--- config.mk ---
export PLATFORM = sky130hd
export DESIGN_NAME = mux_rr_arbiter
export DESIGN_NICKNAME = d
export VERILOG_FILES = /design/src/rtl/mux_rr_arbiter.sv
export SDC_FILE = /design/constraint.sdc
export NUM_CORES = 1
export LEC_CHECK = 0
export ABC_AREA = 1
export BUFFER_PORTS_ARGS = -buffer_cell sky130_fd_sc_hd__buf_2
export CORE_MARGIN = 5
export CORE_UTILIZATION = 52
export CTS_BUF_LIST = sky130_fd_sc_hd__clkbuf_8
export CTS_CLUSTER_DIAMETER = 120
export DETAILED_ROUTE_END_ITERATION = 12
export PLACE_DENSITY = 0.78
export SKIP_CTS_REPAIR_TIMING = 1
export SLEW_MARGIN = 20
export SYNTH_ARGS = -nofsm -noshare
export SYNTH_HDL_FRONTEND = slang
export SYNTH_SLANG_ARGS = --single-unit
--- constraint.sdc ---
create_clock -name clk -period 2.65 [get_ports clk]
set_input_delay 0.3975 -clock clk [delete_from_list [all_inputs] [get_ports clk]]
set_output_delay 0.3975 -clock clk [all_outputs]
set_load 0.005 [all_outputs]
--- src/rtl/mux_rr_arbiter.sv ---
// Eight-requester round-robin arbiter. It drives the select of a shared
// 8:1 data mux and caps how long one owner holds the grant while others wait.
module mux_rr_arbiter #(
    parameter int unsigned MAX_HOLD = 4
) (
    input  logic       clk,
    input  logic       rst,
    input  logic [7:0] req,
    input  logic [7:0] A,
    output logic [2:0] Sel,
    output logic [7:0] gnt,
    output logic       busy,
    output logic       gnt_start,
    output logic       F
);

    localparam int unsigned NUM_REQ = 8;
    localparam int unsigned IDX_W   = 3;
    localparam int unsigned HOLD_W  = 4;
    localparam logic [HOLD_W-1:0] HOLD_LIMIT = HOLD_W'(MAX_HOLD - 1);

    typedef enum logic {
        IDLE  = 1'b0,
        GRANT = 1'b1
    } state_e;

    state_e               state_q, state_d;
    logic [IDX_W-1:0]     sel_q, sel_d;
    logic [NUM_REQ-1:0]   gnt_q, gnt_d;
    logic [IDX_W-1:0]     last_q, last_d;
    logic [HOLD_W-1:0]    hold_q, hold_d;
    logic                 start_q, start_d;
    logic                 f_q, f_d;

    logic                 found_c;
    logic [IDX_W-1:0]     winner_c;
    logic [IDX_W-1:0]     idx_c;
    logic                 others_c;

    // Round-robin search starting just after the last owner; last owner is checked last.
    always_comb begin
        found_c  = 1'b0;
        winner_c = last_q;
        idx_c    = last_q;
        for (int k = 1; k <= int'(NUM_REQ); k++) begin
            idx_c = last_q + IDX_W'(k);
            if (!found_c && req[idx_c]) begin
                found_c  = 1'b1;
                winner_c = idx_c;
            end
        end
    end

    // Someone other than the current owner is asking.
    assign others_c = |(req & ~gnt_q);

    // Next-state and registered-output logic.
    always_comb begin
        state_d = state_q;
        sel_d   = sel_q;
        gnt_d   = gnt_q;
        last_d  = last_q;
        hold_d  = hold_q;
        start_d = 1'b0;
        f_d     = (state_q == GRANT) ? A[sel_q] : 1'b0;

        unique case (state_q)
            IDLE: begin
                gnt_d = '0;
                if (found_c) begin
                    state_d = GRANT;
                    sel_d   = winner_c;
                    gnt_d   = NUM_REQ'(1) << winner_c;
                    last_d  = winner_c;
                    hold_d  = '0;
                    start_d = 1'b1;
                end
            end
            GRANT: begin
                if (!req[sel_q]) begin
                    // Release only; arbitration resumes from IDLE next cycle.
                    state_d = IDLE;
                    gnt_d   = '0;
                    hold_d  = '0;
                end else if (hold_q >= HOLD_LIMIT) begin
                    if (others_c) begin
                        sel_d   = winner_c;
                        gnt_d   = NUM_REQ'(1) << winner_c;
                        last_d  = winner_c;
                        hold_d  = '0;
                        start_d = 1'b1;
                    end
                end else begin
                    hold_d = hold_q + HOLD_W'(1);
                end
            end
            default: begin
                state_d = IDLE;
                gnt_d   = '0;
            end
        endcase
    end

    // State and output registers with synchronous reset.
    always_ff @(posedge clk) begin
        if (rst) begin
            state_q <= IDLE;
            sel_q   <= '0;
            gnt_q   <= '0;
            last_q  <= IDX_W'(NUM_REQ - 1);
            hold_q  <= '0;
            start_q <= 1'b0;
            f_q     <= 1'b0;
        end else begin
            state_q <= state_d;
            sel_q   <= sel_d;
            gnt_q   <= gnt_d;
            last_q  <= last_d;
            hold_q  <= hold_d;
            start_q <= start_d;
            f_q     <= f_d;
        end
    end

    assign Sel       = sel_q;
    assign gnt       = gnt_q;
    assign busy      = (state_q == GRANT);
    assign gnt_start = start_q;
    assign F         = f_q;

endmodule

* Yosys cells after proc, flatten, opt, wreduce, memory -nomap -nowiden
Index checks and enable logic that the tools add are counted.
** Operators by class
- $lt $le $gt $ge :: 10
- Equality and inequality tests :: 7
- Add/subtract/negate cells :: 8
- Shifts and indexed selects :: 1
- Bitwise gates (word level) :: 3
- Muxes and demuxes :: 58
- Reduce and logical (&&, ||, !) cells :: 19
** Operators with widths (count)
- 3-bit by 4-bit < comparator with 1-bit output (second input constant) :: 9
- 3-bit two-way mux :: 12
- 8-bit two-way mux :: 4
- 1-bit binary-select mux with 3-bit select :: 10
- 1-bit two-way mux :: 23
- 4-bit two-way mux :: 4
- 8-bit one-hot mux with 2 select lines :: 1
- 3-bit adder (second input constant) :: 4
- 8-bit bitwise AND :: 1
- 8-bit NOT :: 1
- 4-bit one-hot mux with 2 select lines :: 1
- 8-bit OR reduction :: 1
- 1-bit by 3-bit << shifter with 8-bit output (first input constant) :: 1
- 1-bit logical AND :: 7
- 1-bit zero test :: 7
- 3-bit by 2-bit adder with 3-bit output (second input constant) :: 2
- 2-bit by 1-bit != test with 1-bit output (second input constant) :: 3
- 3-bit one-hot mux with 2 select lines :: 1
- 4-bit by 1-bit adder with 4-bit output (second input constant) :: 1
- 4-bit by 2-bit >= comparator with 1-bit output (second input constant) :: 1
- 4-bit != test (second input constant) :: 1
- 1-bit one-hot mux with 2 select lines :: 2
- 2-bit AND reduction :: 2
- 4-bit AND reduction :: 1
- 6 further kinds :: 6
** Storage, ports and cells
- Input port bits :: 18
- Output and inout port bits :: 14
- Word-level logic and storage cells :: 113
- Bits in registers :: 21

* Longest topological paths before layout
- Depth in word-level cells :: 30
- Depth in mapped cells :: 20
- Mapped depth without buffers :: 19

* Worst setup path before layout
Ideal clock, no wire load.
- Path kind :: flip-flop to flip-flop
- Start point :: reg last_q[0]
- End point :: reg last_q[1]
- Data arrival time :: 2224 ps
- Path slack :: 297 ps
- Required time :: 2521 ps
- Stages on the path, launching flop included :: 16
- Cells stage by stage :: dfxtp_1 -> inv_2 -> buf_6 -> ha_1 -> inv_2 -> nand3_2 -> nand3_2 -> nand2_2 -> nor2_4 -> nand4_2 -> nor3_2 -> nand3_1 -> nand2_2 -> inv_2 -> nand3_1 -> o211ai_1
** On the way
- Word-level cells in the longest chain between the ends :: 29
- Elaborated cells on any way between the ends :: 60
- Those cells by class :: 7 x add/sub; 1 x eq/ne; 37 x mux; 15 x reduce/logical
** RTL lines
- from (decl) :: RTL line 30 : logic [IDX_W-1:0] last_q, last_d;
- from (signal assigned) :: RTL line 110 : last_q <= IDX_W'(NUM_REQ - 1);
- from (signal assigned) :: RTL line 118 : last_q <= last_d;
- 3-bit by 1-bit adder with 3-bit output :: RTL line 46 : idx_c = last_q + IDX_W'(k);
- 1-bit binary-select mux with 3-bit select :: RTL line 47 : if (!found_c && req[idx_c]) begin
- 1-bit two-way mux (implied by the code) :: RTL line 47
- 1-bit two-way mux :: RTL line 47
- 1-bit zero test :: RTL line 47
- 1-bit logical AND :: RTL line 47
- 1-bit two-way mux :: RTL line 47
- 1-bit zero test :: RTL line 47
- [... 13 more ...]
- 1-bit two-way mux :: RTL line 47
- 1-bit zero test :: RTL line 47
- 1-bit logical AND :: RTL line 47
- 3-bit two-way mux :: RTL line 47
- 3-bit two-way mux :: RTL line 86 : if (others_c) begin
- 3-bit two-way mux :: RTL line 85 : end else if (hold_q >= HOLD_LIMIT) begin
- 3-bit two-way mux :: RTL line 80 : if (!req[sel_q]) begin
- 3-bit one-hot mux with 2 select lines :: RTL line 67 : unique case (state_q)
Parallel ways exist; a longest one is shown, timed or not. The select of a mux whose other input is x is not followed.
A chain may end at the register's enable or synchronous reset.

* Worst setup path after layout
Ends and elaborated chain as after synthesis.

==> impl_metrics.env <==
export IMPL_core_area_sq_mm=0.00342
export IMPL_fp_dieH_um=69.9
export IMPL_synth_seq_area_share_pct=22.5
export IMPL_yosysTopAreaCell="dfxtp_1"
export IMPL_stdcell_count=379
export IMPL_layout_common_cells="92 x nand2_1, 31 x nand3_1, 31 x buf_2"
export IMPL_clk_pin_slew_ns=0.08
export IMPL_maxCapViolations=0
export IMPL_worst_setup_path_type="reg -> reg"
export IMPL_floorplan_initialDensity_pct=54.7
export IMPL_r2r_end="last_q[1]"
export IMPL_place_congestion=0.906
export IMPL_vias_per_cell=5.23
export IMPL_ir_worst_vdd_mv=0.679
export IMPL_netlist_area_sq_mm=0.00187
export IMPL_cts_sinks=21
export IMPL_cp_start_kind="flip-flop"
export IMPL_critPathMaxStageDelay_ns=0.37
export IMPL_ys_seq_elements=21
export IMPL_layout_commonest_cell="nand2_1"
export IMPL_cp_arrival_ns=2.42
export IMPL_path_buf_inv=3
export IMPL_ios=32
export IMPL_finalHoldViolations=0
export IMPL_power_density_mw_per_mm2=1540
export IMPL_synth_avg_cell_area_sq_um=6.21
export IMPL_setup_viol=0
export IMPL_power_leakage_nw=1.10
export IMPL_cts_path_max_buffers=2
export IMPL_drive_gt1_share_pct=27.6
export IMPL_period_share_pct=86.0
export IMPL_area_growth_pct=14.1
export IMPL_reg2reg_depth=15
export IMPL_synth_cell_types=37
export IMPL_cts_tree="built"
export IMPL_critPathTopFamily="simple AND/OR/NAND/NOR gates"
export IMPL_num_vias=1983
export IMPL_io_buffer_count=31
export IMPL_rr_startpoint="last_q[0]"
export IMPL_antenna_cells=0
export IMPL_grt_overflow_total=0
export IMPL_ant_nets=0
export IMPL_hold_end="hold_q[3]"
export IMPL_reg2reg_slack_ns=0.37
export IMPL_status="finished, final reports clean"
export IMPL_route_detailed_drc=0
export IMPL_antenna_found_initial=0
export IMPL_min_path_type="reg -> reg"
export IMPL_grt_max_degree=16
export IMPL_final_min_clock_period_ns=2.28
export IMPL_hp_start="hold_q[3]"
export IMPL_worstHoldPathCells=2
export IMPL_h_tree_depth=1
export IMPL_synth_warnings=0
export IMPL_drt_initial_drc_count=156
export IMPL_drv_slew=0
export IMPL_grt_pass1_vias=1860
export IMPL_grt_pass1_wl_um=8390
export IMPL_dp_hpwl_um=3980
export IMPL_dpl_cell_count=375
export IMPL_worstSkewPairLatency_ns=0.27
export IMPL_num_rows=21
export IMPL_wirelength_um=4850
export IMPL_endpoint_kind="flip-flop"
export IMPL_netlist_instances=301
export IMPL_fin_nets=355
export IMPL_path_cells="buf_6 > ha_1 > inv_1 > nand2_1 > nand2_1 > nand3_2 > nand2_2 > nor2_4 > nand4_2 > nor3_2 > nand3_1 > nand2_2 > inv_2 > nand3_1 > o211ai_1"
export IMPL_wl_per_cell_um=12.8
export IMPL_rsz0062_at_grt="false"
export IMPL_die_area_sq_mm=0.00489
export IMPL_worst_path_stages=15
export IMPL_grt_total_usage_pct=20.5
export IMPL_synth_top_area_share_pct=22.5
export IMPL_cts_root_buf="clkbuf_8"
export IMPL_synth_area_leaders="dfxtp_1 23%, nand2_1 18%, nand3_1 8.3%"
export IMPL_required_ns=2.79
export IMPL_crit_path_top_delay_cell="dfxtp_1"
export IMPL_numCtsBuffers=3
export IMPL_fmax_mhz=439
export IMPL_worst_pin_slew_ns=0.460
export IMPL_crit_fanout=13
export IMPL_tns_ns=0
export IMPL_drtPass1Iterations=4
export IMPL_syn_num_nets=322
export IMPL_fp_dieW_um=69.9
export IMPL_relSlewSlack_pct=69.0
export IMPL_skew_ns=0.00953
worst register-to-register path: stages, from the launching register on:
cell	delay (ns)
dfxtp_1	0.37
buf_6	0.17
ha_1	0.19
inv_1	0.06
nand2_1	0.06
nand2_1	0.07
nand3_2	0.10
nand2_2	0.10
nor2_4	0.15
nand4_2	0.13
nor3_2	0.13
nand3_1	0.15
nand2_2	0.20
inv_2	0.10
nand3_1	0.10
o211ai_1	0.08
flip-flops by register name, summed over array words and instances, names as in the netlist:
register and cells:
F 1, busy 1, hold_q 4, Sel 3, gnt 8, last_q 3, gnt_start 1
report_power, final:
group          leakage (nW)  total [mW]  internal [mW]  switching [mW]
registers             0.172       0.499          0.401          0.0986
logic                 0.905        2.57          0.853            1.71
clock network        0.0255       0.211          0.105           0.106
cells in the mapped netlist:
library cell / instances
o21ai_0: 12
buf_2: 2
nand3_4: 1
o211ai_1: 2
inv_1: 27
xor2_1: 1
nand2_1: 92
o22ai_1: 3
nor3_2: 1
a31oi_1: 2
inv_2: 13
o21bai_2: 1
nand4_2: 1
nand2_2: 15
buf_6: 1
ha_1: 3
a21oi_1: 19
clkbuf_1: 2
buf_4: 1
nor2_8: 1
o31ai_1: 1
nand4_4: 1
nor2_1: 19
nand3_2: 4
xor2_2: 1
nand4_1: 3
a21oi_2: 2
a21oi_4: 1
nand2_4: 5
o221ai_1: 1
a211oi_1: 1
nor2_4: 1
nand3_1: 31
nor2_2: 5
dfxtp_1: 21
xnor2_1: 1
o21ai_1: 3
cells by family (layout without fill, tap and decap cells):
kind of cell             count (synthesis)  after routing  synth area share (%)
flip-flops                              21             21                  22.5
AND/OR/NAND/NOR                        180            180                  48.4
buffers and inverters                   46             78                  9.98
XOR/XNOR                                 3              3                  1.81
adder cells (fa/ha/maj)                  3              3                  2.01
AO/OA/AOI/OAI                           48             48                  15.3
per-layer routing:
metal  vias to the layer above  track usage, %  part of all wire, %
li1                       1035               -                    -
met1                       882            26.2                   44
met2                        55            34.5                   48
met3                        11            3.44                  5.7
met4                         0            7.02                  2.2
met5                         -               0                    0
how the worst max path moves through the flow:
stage                         start         to  slack, ns
after floorplan           last_q[0]  last_q[1]       0.30
after global placement    last_q[1]     gnt[5]       0.26
after detailed placement  last_q[1]  last_q[0]       0.21
after CTS                 last_q[1]  last_q[0]       0.20
after global routing      last_q[0]     gnt[5]       0.03
final                     last_q[0]  last_q[1]       0.37
area by class of cell:
class | instances | area (sq um)
clock buffers | 3 | 41.3
clock inverters | 1 | 5.00
fillers | 352 | 1280
inverters | 40 | 153
multi-input cells | 234 | 1270
flip-flops and latches | 21 | 420
well taps | 46 | 57.6
repair buffers | 34 | 181
through the flow:
stage / hold WS (ns) / setup WS [ns] / area, sq um / total power [mW] / utilization [%]
global placement: 0.430 / 0.256 / 2070 / 2.98 / 60.5
floorplan: 0.419 / 0.297 / 1870 / 2.51 / -
finish: 0.442 / 0.371 / 2130 / 3.28 / 62.4
global route: 0.463 / 0.0285 / 2130 / 3.65 / 62.4
detailed placement: 0.432 / 0.214 / 2070 / 3.02 / 60.5
CTS: 0.444 / 0.201 / 2110 / 3.23 / 61.9
(Power assumes the default switching activity.)
